==> src/rtl/mips_pkg.sv <==
// Shared types and constants for the instruction-memory boot loader.
package mips_pkg;

  typedef enum logic [2:0] {
    IDLE, CLEAR, HDR, DATA, CHK, DONE, ERR
  } loader_state_t;

  localparam int LDR_HDR_BYTES  = 2;
  localparam int LDR_WORD_BYTES = 4;

endpackage

==> src/rtl/imem_loader_packer.sv <==
// Packs an MSB-first byte stream into 32-bit words; word_valid pulses the
// cycle after the fourth byte of a word is taken.
module byte_word_packer
  import mips_pkg::*;
(
  input  logic        clk,
  input  logic        rst,
  input  logic        clear,
  input  logic        in_valid,
  input  logic [7:0]  in_byte,
  output logic [1:0]  byte_cnt,
  output logic [31:0] word,
  output logic        word_valid
);

  logic [1:0]  cnt_q, cnt_d;
  logic [31:0] sh_q, sh_d;
  logic        wv_q, wv_d;

  // clear wins over a byte arriving in the same cycle
  always_comb begin
    cnt_d = cnt_q;
    sh_d  = sh_q;
    wv_d  = 1'b0;
    if (clear) begin
      cnt_d = '0;
      sh_d  = '0;
    end else if (in_valid) begin
      sh_d  = {sh_q[23:0], in_byte};
      cnt_d = cnt_q + 2'd1;
      wv_d  = (cnt_q == 2'(LDR_WORD_BYTES - 1));
    end
  end

  always_ff @(posedge clk or posedge rst) begin
    if (rst) begin
      cnt_q <= '0;
      sh_q  <= '0;
      wv_q  <= 1'b0;
    end else begin
      cnt_q <= cnt_d;
      sh_q  <= sh_d;
      wv_q  <= wv_d;
    end
  end

  assign byte_cnt   = cnt_q;
  assign word       = sh_q;
  assign word_valid = wv_q;

endmodule

==> src/rtl/imem_loader.sv <==
// Boot loader: clears instruction memory, loads a length-prefixed, XOR-checked
// program from a byte stream and releases the core only after a good load.
module imem_loader
  import mips_pkg::*;
#(
  parameter int IMEM_DEPTH = 512,
  parameter int ADDR_W     = $clog2(IMEM_DEPTH)
) (
  input  logic              clk,
  input  logic              rst,
  input  logic              load_start,
  input  logic [7:0]        rx_data,
  input  logic              rx_valid,
  output logic              rx_ready,
  output logic              imem_we,
  output logic [ADDR_W-1:0] imem_addr,
  output logic [31:0]       imem_wdata,
  output logic              core_rst,
  output logic              busy,
  output logic              done,
  output logic              err,
  output logic [ADDR_W:0]   words_loaded
);

  loader_state_t     state_q, state_d;
  logic [ADDR_W-1:0] clr_q, clr_d;
  logic [ADDR_W:0]   n_q, n_d, wl_q, wl_d;
  logic [31:0]       xor_q, xor_d;

  logic        xfer, pk_clr, start_load, hdr_last, hdr_bad, data_wr, chk_last, clr_last;
  logic [1:0]  byte_cnt;
  logic [31:0] word, chk_word;
  logic        word_valid;
  logic [15:0] hdr_n;

  assign xfer       = rx_valid & rx_ready;
  // the final header/checksum byte is still on rx_data, not yet in the packer
  assign hdr_n      = {word[7:0], rx_data};
  assign chk_word   = {word[23:0], rx_data};
  assign start_load = load_start & (state_q inside {IDLE, DONE, ERR});
  assign hdr_last   = (state_q == HDR) & xfer & (byte_cnt == 2'(LDR_HDR_BYTES - 1));
  assign hdr_bad    = (hdr_n == '0) || (hdr_n > 16'(IMEM_DEPTH));
  assign data_wr    = (state_q == DATA) & word_valid;
  assign chk_last   = (state_q == CHK) & xfer & (byte_cnt == 2'(LDR_WORD_BYTES - 1));
  assign clr_last   = (clr_q == ADDR_W'(IMEM_DEPTH - 1));
  assign pk_clr     = start_load | hdr_last;

  byte_word_packer u_packer (
    .clk        (clk),
    .rst        (rst),
    .clear      (pk_clr),
    .in_valid   (xfer),
    .in_byte    (rx_data),
    .byte_cnt   (byte_cnt),
    .word       (word),
    .word_valid (word_valid)
  );

  always_ff @(posedge clk or posedge rst) begin
    if (rst) state_q <= IDLE;
    else     state_q <= state_d;
  end

  always_comb begin
    state_d = state_q;
    unique case (state_q)
      IDLE, DONE, ERR: if (start_load) state_d = CLEAR;
      CLEAR:           if (clr_last) state_d = HDR;
      HDR:             if (hdr_last) state_d = hdr_bad ? ERR : DATA;
      // a byte taken during the last word's write cycle is checksum byte 0
      DATA:            if (data_wr && (wl_q == n_q - 1'b1)) state_d = CHK;
      CHK:             if (chk_last) state_d = (chk_word == xor_q) ? DONE : ERR;
      default:         state_d = IDLE;
    endcase
  end

  always_comb begin
    clr_d = (state_q == CLEAR) ? clr_q + 1'b1 : '0;
    n_d   = hdr_last ? hdr_n[ADDR_W:0] : n_q;
    wl_d  = wl_q;
    xor_d = xor_q;
    if (start_load) begin
      wl_d  = '0;
      xor_d = '0;
    end else if (data_wr) begin
      wl_d  = wl_q + 1'b1;
      xor_d = xor_q ^ word;
    end
  end

  always_ff @(posedge clk or posedge rst) begin
    if (rst) begin
      clr_q <= '0;
      n_q   <= '0;
      wl_q  <= '0;
      xor_q <= '0;
    end else begin
      clr_q <= clr_d;
      n_q   <= n_d;
      wl_q  <= wl_d;
      xor_q <= xor_d;
    end
  end

  always_comb begin
    rx_ready     = state_q inside {HDR, DATA, CHK};
    busy         = state_q inside {CLEAR, HDR, DATA, CHK};
    done         = (state_q == DONE);
    err          = (state_q == ERR);
    core_rst     = (state_q != DONE);
    imem_we      = (state_q == CLEAR) | data_wr;
    imem_addr    = '0;
    imem_wdata   = '0;
    words_loaded = wl_q;
    if (state_q == CLEAR) begin
      imem_addr = clr_q;
    end else if (data_wr) begin
      imem_addr  = wl_q[ADDR_W-1:0];
      imem_wdata = word;
    end
  end

endmodule

==> config.mk <==
export PLATFORM = sky130hd
export DESIGN_NAME = imem_loader
export DESIGN_NICKNAME = d
export VERILOG_FILES = /design/src/rtl/mips_pkg.sv /design/src/rtl/imem_loader_packer.sv /design/src/rtl/imem_loader.sv
export SDC_FILE = /design/constraint.sdc
export NUM_CORES = 1
export LEC_CHECK = 0
export ABC_CLOCK_PERIOD_IN_PS = 7100
export BUFFER_PORTS_ARGS = -buffer_cell sky130_fd_sc_hd__clkbuf_2
export CAP_MARGIN = 0
export CORE_MARGIN = 2
export CORE_UTILIZATION = 50
export CTS_CLUSTER_SIZE = 24
export DETAILED_ROUTE_END_ITERATION = 10
export GPL_TIMING_DRIVEN = 0
export PLACE_DENSITY = 0.74
export REMOVE_ABC_BUFFERS = 1
export SLEW_MARGIN = 20
export SYNTH_ARGS = -nofsm -noshare
export SYNTH_HDL_FRONTEND = slang
export SYNTH_SLANG_ARGS = --single-unit
==> constraint.sdc <==
create_clock -name clk -period 7.1 [get_ports clk]
set_input_delay 2.13 -clock clk [delete_from_list [all_inputs] [get_ports clk]]
set_output_delay 2.13 -clock clk [all_outputs]
set_load 0.02 [all_outputs]
### Yosys cells after proc, flatten, opt, wreduce, memory -nomap -nowiden

Index checks and enable logic that the tools add are counted.

| word-level totals | value |
|---|---|
| bits in registers | 99 |
| output and inout port bits | 57 |

| operators by class | value |
|---|---|
| bitwise gates (word level) | 10 |
| add/subtract/negate cells | 4 |
| reduce and logical (&&, ||, !) cells | 11 |
| $lt $le $gt $ge | 1 |
| equality and inequality tests | 17 |
| mux-type cells | 23 |

Operators by type and width:

| cell | count |
|---|---|
| $mux W32 | 6 |
| $eq A32 B32 Y1 | 1 |
| $xor A32 B32 Y32 | 1 |
| $mux W9 | 3 |
| $mux W10 | 2 |
| $mux W3 | 6 |
| $gt A16 B10 Y1 const B | 1 |
| $logic_not A16 Y1 | 1 |
| $pmux W3 S5 | 1 |
| $add A10 B1 Y10 const B | 1 |
| $eq A10 B10 Y1 | 1 |
| $sub A10 B1 Y10 const B | 1 |
| $add A9 B1 Y9 const B | 1 |
| $eq A3 B3 Y1 const B | 3 |
| $eq A9 B9 Y1 const B | 1 |
| $ne A2 B2 Y1 const B | 4 |
| $and A1 B1 Y1 | 7 |
| $eq A3 B2 Y1 const B | 2 |
| $mux W2 | 3 |
| $reduce_bool A3 Y1 | 2 |
| $reduce_and A5 Y1 | 1 |
| $reduce_bool A2 Y1 | 2 |
| $reduce_bool A4 Y1 | 1 |
| $eq A3 B1 Y1 const B | 1 |
| other kinds (11) | 13 |

### Depth between registers and ports, before layout

Gate-level depths: netlist of the first run.

| logic depth | value |
|---|---|
| word-level depth | 7 |
| depth in mapped cells | 10 |

### Hierarchy

From an unflattened synthesis of the first run, not the netlist that was laid out.

| unflattened totals | value |
|---|---|
| cell total of the unflattened synthesis | 520 |
| area, all modules | 5321.4 um2 |

By module, submodules not included:

| module | area each (um2) | cells an instance | seq. area each (um2) | times used |
|---|---|---|---|---|
| imem_loader | 3861.2 | 405 | 1601.5 | 1 |
| byte_word_packer | 1460.2 | 115 | 875.8 | 1 |

### Least setup slack after synthesis of the first run

No wires, ideal clock.

| path | value |
|---|---|
| kind | reg-to-output |
| start | register state_q[2] |
| end | output imem_addr[4] |
| slack | 3.167 ns |
| data required time | 4.970 ns |
| buffers on the path | 3 |
| data arrival time | 1.803 ns |
| cell stages (with the launch flop) | 8 |
| cell sequence | dfrtp_1 > nor2b_1 > and3_1 > clkbuf_1 > buf_2 > buf_2 > nand2_1 > o21ai_0 |

| between the ends | value |
|---|---|
| word-level cells in the longest chain between the ends | 4 |
| elaborated cells on any way between the ends | 5 |
| classes of those cells | 2 x eq/ne; 2 x mux; 1 x bitwise |

RTL lines:

| item | line | RTL |
|---|---|---|
| start: declaration | imem_loader.sv:25 | `loader_state_t state_q, state_d;` |
| start signal: assignment | imem_loader.sv:61 | `else state_q <= state_d;` |
| $eq A3 B2 Y1 | imem_loader.sv:43 | `assign data_wr = (state_q == DATA) & word_valid;` |
| $and A1 B1 Y1 | imem_loader.sv:43 |  |
| $mux W9 | imem_loader.sv:117 | `end else if (data_wr) begin` |
| $mux W9 (*) | imem_loader.sv:115 | `if (state_q == CLEAR) begin` |
| end: declaration | imem_loader.sv:16 | `output logic [ADDR_W-1:0] imem_addr,` |

Mark *: on every way between the ends. The rest lies on a longest branch, timed or not.

### Worst setup path after layout of the first run

| path | value |
|---|---|
| start | register state_q[0] |
| end | output imem_wdata[12] |

| between the ends | value |
|---|---|
| word-level cells in the longest chain between the ends | 4 |
| elaborated cells on any way between the ends | 5 |
| classes of those cells | 2 x eq/ne; 2 x mux; 1 x bitwise |

RTL lines:

| item | line | RTL |
|---|---|---|
| $eq A3 B2 Y1 | imem_loader.sv:43 |  |
| $and A1 B1 Y1 | imem_loader.sv:43 |  |
| $mux W32 | imem_loader.sv:117 |  |
| $mux W32 (*) | imem_loader.sv:115 |  |
| end: declaration | imem_loader.sv:17 | `output logic [31:0] imem_wdata,` |

Marks and branches as above.

==> impl_metrics.ini, run 1 <==
[power]
power_leakage_nw = 2.668
peakVddDrop_mv = 0.1846
power_density_mw_per_mm2 = 381.7
p_total_mw = 2.280

[global_route]
grt_max_degree = 72
antenna_found_initial = 0
grt_pass1_vias = 4096
grt_overflow = 0
grt_pass1_wl_microns = 20440
track_usage_pct = 22.70

[sta]
skew_ns = 0.01637
setup_viol = 0
finalCritPeriodShare_pct = 64.91
slew_violations = 0
min_period_ns = 4.608
worstMarginPinSlew_ns = 0.7929
timing.setup.tns_ns = 0
relSlewSlack_pct = 46.91
hold_viol_final = 0
rsz0062_at_grt = no
timing.fmax_mhz = 217.0

[synthesis]
synth_cell_type_count = 48
synth-edff-count = 0
synthArstFlopShare_pct = 100.0
postSynthAreaPerCell_sq_um = 9.375
synth_seq_cells = 99
synth.most_common_cell = dfrtp_1
synth.area.top_cells = dfrtp_1 (47%), xnor2_1 (13%), nand2_1 (5.7%)
postSynthCellCount = 560
ys.flop_type = dfrtp_1
synthTopCellsByCount = dfrtp_1 (99), nand2_1 (80), xnor2_1 (78), nor2_1 (63), a21oi_1 (41)
synth_warnings = 0
synth.largest_area_cell = dfrtp_1
synth_top_area_share_pct = 47.19
ys_seq_area_share_pct = 47.19
netlist_area_sq_mm = 0.005250

[detailed_routing]
wl_met1_microns = 5382
wl_met3_microns = 539
postRouteAntennaNets = 0
wl_per_cell_microns = 16.02
wirelength_microns = 12090
drt-initial-drc-count = 235
dr.pass1.iters = 5
dr_wl_met2_microns = 5919
vias_per_cell = 5.505
route.vias.total = 4156
routed.top_layer = met4
drc_errors = 0

[status]
outcome = finished clean

[cells_and_area]
final_area_sq_mm = 0.005973
area_delta_synth_final_pct = 13.78
n_fill_cell = 963
nets = 632
drive_above_1_share_pct = 17.77
fin_util_pct = 58.12
n_antenna_cell = 0

[cts]
postCtsSetupRepairBufs = 0
clock_latency_ns = 0.38
cts_tree = built
hold_buffers = 0
cts.sinks = 99
clk_pin_slew_ns = 0.10
numCtsBuffers = 9
cts-resized-gates = 0
cts_root_buf = clkbuf_8
clock_path_buffers = 2
cts.htree.levels = 3

[die]
die_area_sq_mm = 0.01134
core_sq_mm = 0.01028
die_y_microns = 106.5
start_util_pct = 51.08
num_io_pins = 69
die_w_microns = 106.5
row_count = 37

[setup_path]
worst-path-max-fanout = 32
rr_endpoint = state_q[0]
start_kind = flip-flop
rrSetupSlack_ns = 4.48
max_stage_delay_ns = 0.56
crit_arrival_ns = 2.48
critical_path_class = flip-flop to output port
crit_path_end_kind = output port
r2r_cells = 6
required_ns = 4.97
rr_startpoint = state_q[0]
cp_slowest_cell = dfrtp_1
crit_path_cell_trace = nor2b_1, and3_2, buf_16, and2_1, clkbuf_2

[worst_hold_path]
hold_depth = 2
holdCritPathClass = flip-flop to flip-flop
min_from = u_packer.word[30]
whs_endpoint = u_packer.word[30]

[placed_design]
dp_hpwl_microns = 8269
io_buffers = 68
placed_area_sq_mm = 0.005724
place_congestion = 0.8945

[job]
drv_cap = 0
-- cell type report --
type | instances | area, sq um | area share (%)
Multi-Input combinational cell | 424 | 2623 | 43.90
Sequential cell | 99 | 2477 | 41.47
Timing Repair Buffer | 71 | 415.4 | 6.954
Tap cell | 136 | 170.2 | 2.849
Clock buffer | 10 | 137.6 | 2.304
Clock inverter | 6 | 111.4 | 1.864
Inverter | 9 | 38.79 | 0.6494
-- routing by layer --
metal	vias to the layer above	GRT usage, %
met5	-	0
met4	0	7.607
met2	120	37.50
met1	2054	30.45
met3	19	3.924
li1	1963	-
-- flip-flops by register name (all words and copies together), names as in the netlist --
signal	flops
xor_q	32
clr_q	9
words_loaded	10
state_q	3
u_packer.word_valid	1
u_packer.byte_cnt	2
u_packer.word	32
n_q	10
-- per-stage QoR --
step	hold WS (ns)	worst slack, ns	std cells
floorplan	0.4757	2.380	532
global placement	0.5010	1.239	736
detailed placement	0.5131	2.914	739
CTS	0.5243	2.478	755
global route	0.5517	2.301	755
finish	0.5261	2.492	755
-- worst max path at each step --
| stage | start | to | slack [ns] | depth (start not counted) |
|---|---|---|---|---|
| 2_1_floorplan | rst | clr_q[0] | 2.38 | 1 |
| 3_3_place_gp | rst | u_packer.word[31] | 1.24 | 2 |
| 3_5_place_dp | state_q[0] | imem_wdata[12] | 2.91 | 5 |
| 4_1_cts | state_q[0] | imem_wdata[12] | 2.48 | 5 |
| 5_1_grt | state_q[0] | imem_wdata[12] | 2.30 | 5 |
| 6_report | state_q[0] | imem_wdata[12] | 2.49 | 5 |
-- worst max-delay path, delay by kind of cell (launching register included) --
kind	cells	cell delay (ns)
buffers and inverters	2	0.42
flip-flops	1	0.56
AND/OR/NAND/NOR	3	1.10
-- report_power, final --
group          switching, mW  total (mW)  internal (mW)
registers              0.229       0.983          0.754
logic                  0.469       0.850          0.381
clock network          0.202       0.446          0.244
total                  0.900        2.28           1.38
-- cell usage in the layout (no fill, tap or decap), types with 9 or more instances in the layout --
cell      instances
o21ai_0          12
mux2_2            9
clkbuf_2         68
clkbuf_8         10
xnor2_1          78
nand2_1          79
nor2_1           63
a21oi_1          41
dfrtp_1          99
nand4_1          14
xor2_1           10
and2_1           35
-- cell families (layout without fill, tap and decap cells) --
logic type,count (synthesis),in the layout,share of synthesized area [%]
DFF,99,99,47.19
xor gates and xnor gates,89,89,14.99
buffers and inverters,37,96,3.074
adders and majority gates,6,6,1.430
muxes,11,11,2.312
AOI/OAI and AO/OA,80,80,9.247
and+or+nand+nor,238,238,21.76
No activity file was read; power rests on OpenSTA's default activity.
==> run 2: changes to the inputs <==
--- a/config.mk
+++ b/config.mk
@@ -5,7 +5,8 @@
 export SDC_FILE = /design/constraint.sdc
 export NUM_CORES = 1
 export LEC_CHECK = 0
-export ABC_CLOCK_PERIOD_IN_PS = 7100
+export ABC_AREA = 1
+export ABC_CLOCK_PERIOD_IN_PS = 4600
 export BUFFER_PORTS_ARGS = -buffer_cell sky130_fd_sc_hd__clkbuf_2
 export CAP_MARGIN = 0
 export CORE_MARGIN = 2
@@ -13,7 +14,7 @@
 export CTS_CLUSTER_SIZE = 24
 export DETAILED_ROUTE_END_ITERATION = 10
 export GPL_TIMING_DRIVEN = 0
-export PLACE_DENSITY = 0.74
+export PLACE_DENSITY = 0.73
 export REMOVE_ABC_BUFFERS = 1
 export SLEW_MARGIN = 20
 export SYNTH_ARGS = -nofsm -noshare
==> constraint.sdc (replaced) <==
create_clock -name clk -period 4.6 [get_ports clk]
set_input_delay 1.38 -clock clk [delete_from_list [all_inputs] [get_ports clk]]
set_output_delay 1.38 -clock clk [all_outputs]
set_load 0.02 [all_outputs]
==> run 2 against run 1 <==
  * Die area rose by 4.3%
  * Total power rose by 30%
  * Largest cell class is now flip-flops and latches
  * Wire length up 4.7%
  * Critical path type unchanged
==> impl_metrics.ini, run 2 <==
[status]
outcome = finished clean

[global_route]
track_usage_pct = 22.41
grt_max_degree = 69
grt_overflow = 0
antenna_found_initial = 0
grt_pass1_vias = 4465
grt_pass1_wl_microns = 20670

[sta]
worstMarginPinSlew_ns = 0.6602
finalCritPeriodShare_pct = 75.29
skew_ns = 0.009185
rsz0062_at_grt = no
slew_violations = 0
relSlewSlack_pct = 55.99
min_period_ns = 3.464
whs_ns = 0.4837
finalWorstSetupSlack_ns = 1.136
timing.fmax_mhz = 288.7
setup_viol = 0
hold_viol_final = 0

[cells_and_area]
drive_above_1_share_pct = 12.30
n_antenna_cell = 0
layout_commonest_cell = nand2_1
area_delta_synth_final_pct = 11.40
fin_cells = 945
final_area_sq_mm = 0.006112
final_cell_mix = nand2_1 (141), inv_1 (129), nor2_1 (116)
nets = 819

[setup_path]
r2r_cells = 9
cp_slowest_cell = dfrtp_1
required_ns = 3.22
rr_startpoint = state_q[0]
max_stage_delay_ns = 0.45
critical_path_class = flip-flop to output port
cp_common_cell = nor2_1
rrSetupSlack_ns = 1.81
start_kind = flip-flop
crit_arrival_ns = 2.08
rr_endpoint = u_packer.word[30]
startpoint = state_q[2]
crit_path_end = imem_wdata[10]
worst-path-max-fanout = 32
crit_path_cell_trace = inv_2, nand2_1, nor2_1, nand2_2, buf_12, nor2_1, clkbuf_2
crit_path_end_kind = output port

[cts]
clk_pin_slew_ns = 0.09
hold_buffers = 0
cts.htree.levels = 3
numCtsBuffers = 9
cts-resized-gates = 0
cts.sinks = 99
cts_tree = built
postCtsSetupRepairBufs = 0
cts_root_buf = clkbuf_8
clock_path_buffers = 2
clock_latency_ns = 0.38

[die]
row_count = 38
core_sq_mm = 0.01079
die_y_microns = 108.8
start_util_pct = 50.83
die_w_microns = 108.8
die_area_sq_mm = 0.01183
num_io_pins = 69

[placed_design]
place_ws_ns = 0.7553
io_buffers = 68
dp_hpwl_microns = 8954
placed_area_sq_mm = 0.005932
place_congestion = 0.9227
dp.cells = 930

[worst_hold_path]
holdCritPathClass = flip-flop to flip-flop

[synthesis]
synth_mux_area_share_pct = 0
synth_cell_type_count = 32
ys.flop_type = dfrtp_1
synth_compound_area_share_pct = 13.75
synth-simple-area-share_pct = 23.72
synth.largest_area_cell = dfrtp_1
synthXorXnorAreaFrac_pct = 4.470
synth_warnings = 0
synth.most_common_cell = nand2_1
synth.area.top_cells = dfrtp_1 (45%), nand2_1 (9.7%), inv_1 (8.9%)
synthTopCellsByCount = nand2_1 (142), inv_1 (130), nor2_1 (116), dfrtp_1 (99), a21oi_1 (46)
netlist_area_sq_mm = 0.005487
yosys.area_share.adder_pct = 1.368
synth_top_family_by_area = simple AND/OR/NAND/NOR gates
synth_seq_cells = 99
synthArstFlopShare_pct = 100.0
ys_seq_area_share_pct = 45.15
synth_top_area_share_pct = 45.15
postSynthAreaPerCell_sq_um = 7.404
synth-edff-count = 0
postSynthCellCount = 741

[power]
intPower_mw = 1.648
p_sw_share_pct = 44.35
peakVddDrop_mv = 0.2990
power_frac_clock_pct = 17.8
p_sw_mw = 1.313
p_total_mw = 2.962
comb_power_share_pct = 41.8
power_density_mw_per_mm2 = 484.6
power_leakage_nw = 3.253
sequentialPowerShare_pct = 40.4

[detailed_routing]
route.vias.total = 4893
drc_errors = 0
wirelength_microns = 12670
postRouteAntennaNets = 0
vias_per_cell = 5.178
wl_per_cell_microns = 13.40
drt-initial-drc-count = 368
dr.pass1.iters = 5

[job]
drv_cap = 0
[run 2: changes by cell type in the layout (fill, tap and decap cells not counted), sizes merged, moves of 9 or more]
cell	change
inv	+125
nand2	+65
nor2	+57
xnor2	-52
o21ai	+46
and2	-37
a31oi	+30
nand3	+19
mux2	-9
nand4	-9
xor2	-9
[run 2: power groups by stage]
| stage | sequential, mW | clock, mW | combinational, mW |
|---|---|---|---|
| 2_1_floorplan | 1.17 | 0 | 0.952 |
| 3_3_place_gp | 1.21 | 0 | 1.20 |
| 3_5_place_dp | 1.21 | 0 | 1.23 |
| 4_1_cts | 1.20 | 0.540 | 1.24 |
| 5_1_grt | 1.22 | 0.575 | 1.42 |
| 6_report | 1.20 | 0.527 | 1.24 |
[run 2: kinds of logic (layout without fill, tap and decap cells)]
family                   Yosys count  count (layout)
adder cells (fa/ha/maj)            6               6
flip-flops                        99              99
AO/OA/AOI/OAI                    141             141
AND/OR/NAND/NOR                  312             312
buffers and inverters            155             219
XOR/XNOR                          28              28
[run 2: worst max-delay path, delay by kind of cell (launching register included)]
kind / cells / cell delay [ns]
buf+inv: 3 / 0.53
flops: 1 / 0.45
simple gates: 4 / 0.69
[run 2: per-layer routing]
metal	part of all wire (%)	wire (microns)	global-route usage, %	up-vias
met5	0	0	0	-
met4	1.9	237	9.799	0
met3	3.7	468	3.347	15
met2	46	5823	34.38	103
met1	48	6136	31.60	2324
li1	-	-	-	2451
[run 2: layout make-up]
class,count,area (sq um)
fillers,996,4681
flip-flops and latches,99,2477
multi-input cells,487,2384
inverters,134,513.0
repair buffers,70,387.9
well taps,140,175.2
clock buffers,10,137.6
clock inverters,5,37.54
[run 2: stage by stage]
stage	util [%]	TNS (ns)
floorplan	-	0
detailed placement	54.96	0
finish	56.63	0
global route	56.63	0
CTS	56.58	0
global placement	54.45	-57.22
[run 2: how the worst min path moves through the flow]
stage,start,to,slack (ns),depth (start not counted)
4_1_cts,clr_q[0],clr_q[0],0.49,1
6_report,clr_q[0],clr_q[0],0.48,1
5_1_grt,xor_q[22],xor_q[22],0.51,1
3_3_place_gp,clr_q[0],clr_q[0],0.46,1
3_5_place_dp,clr_q[0],clr_q[0],0.47,1
2_1_floorplan,clr_q[0],clr_q[0],0.45,1
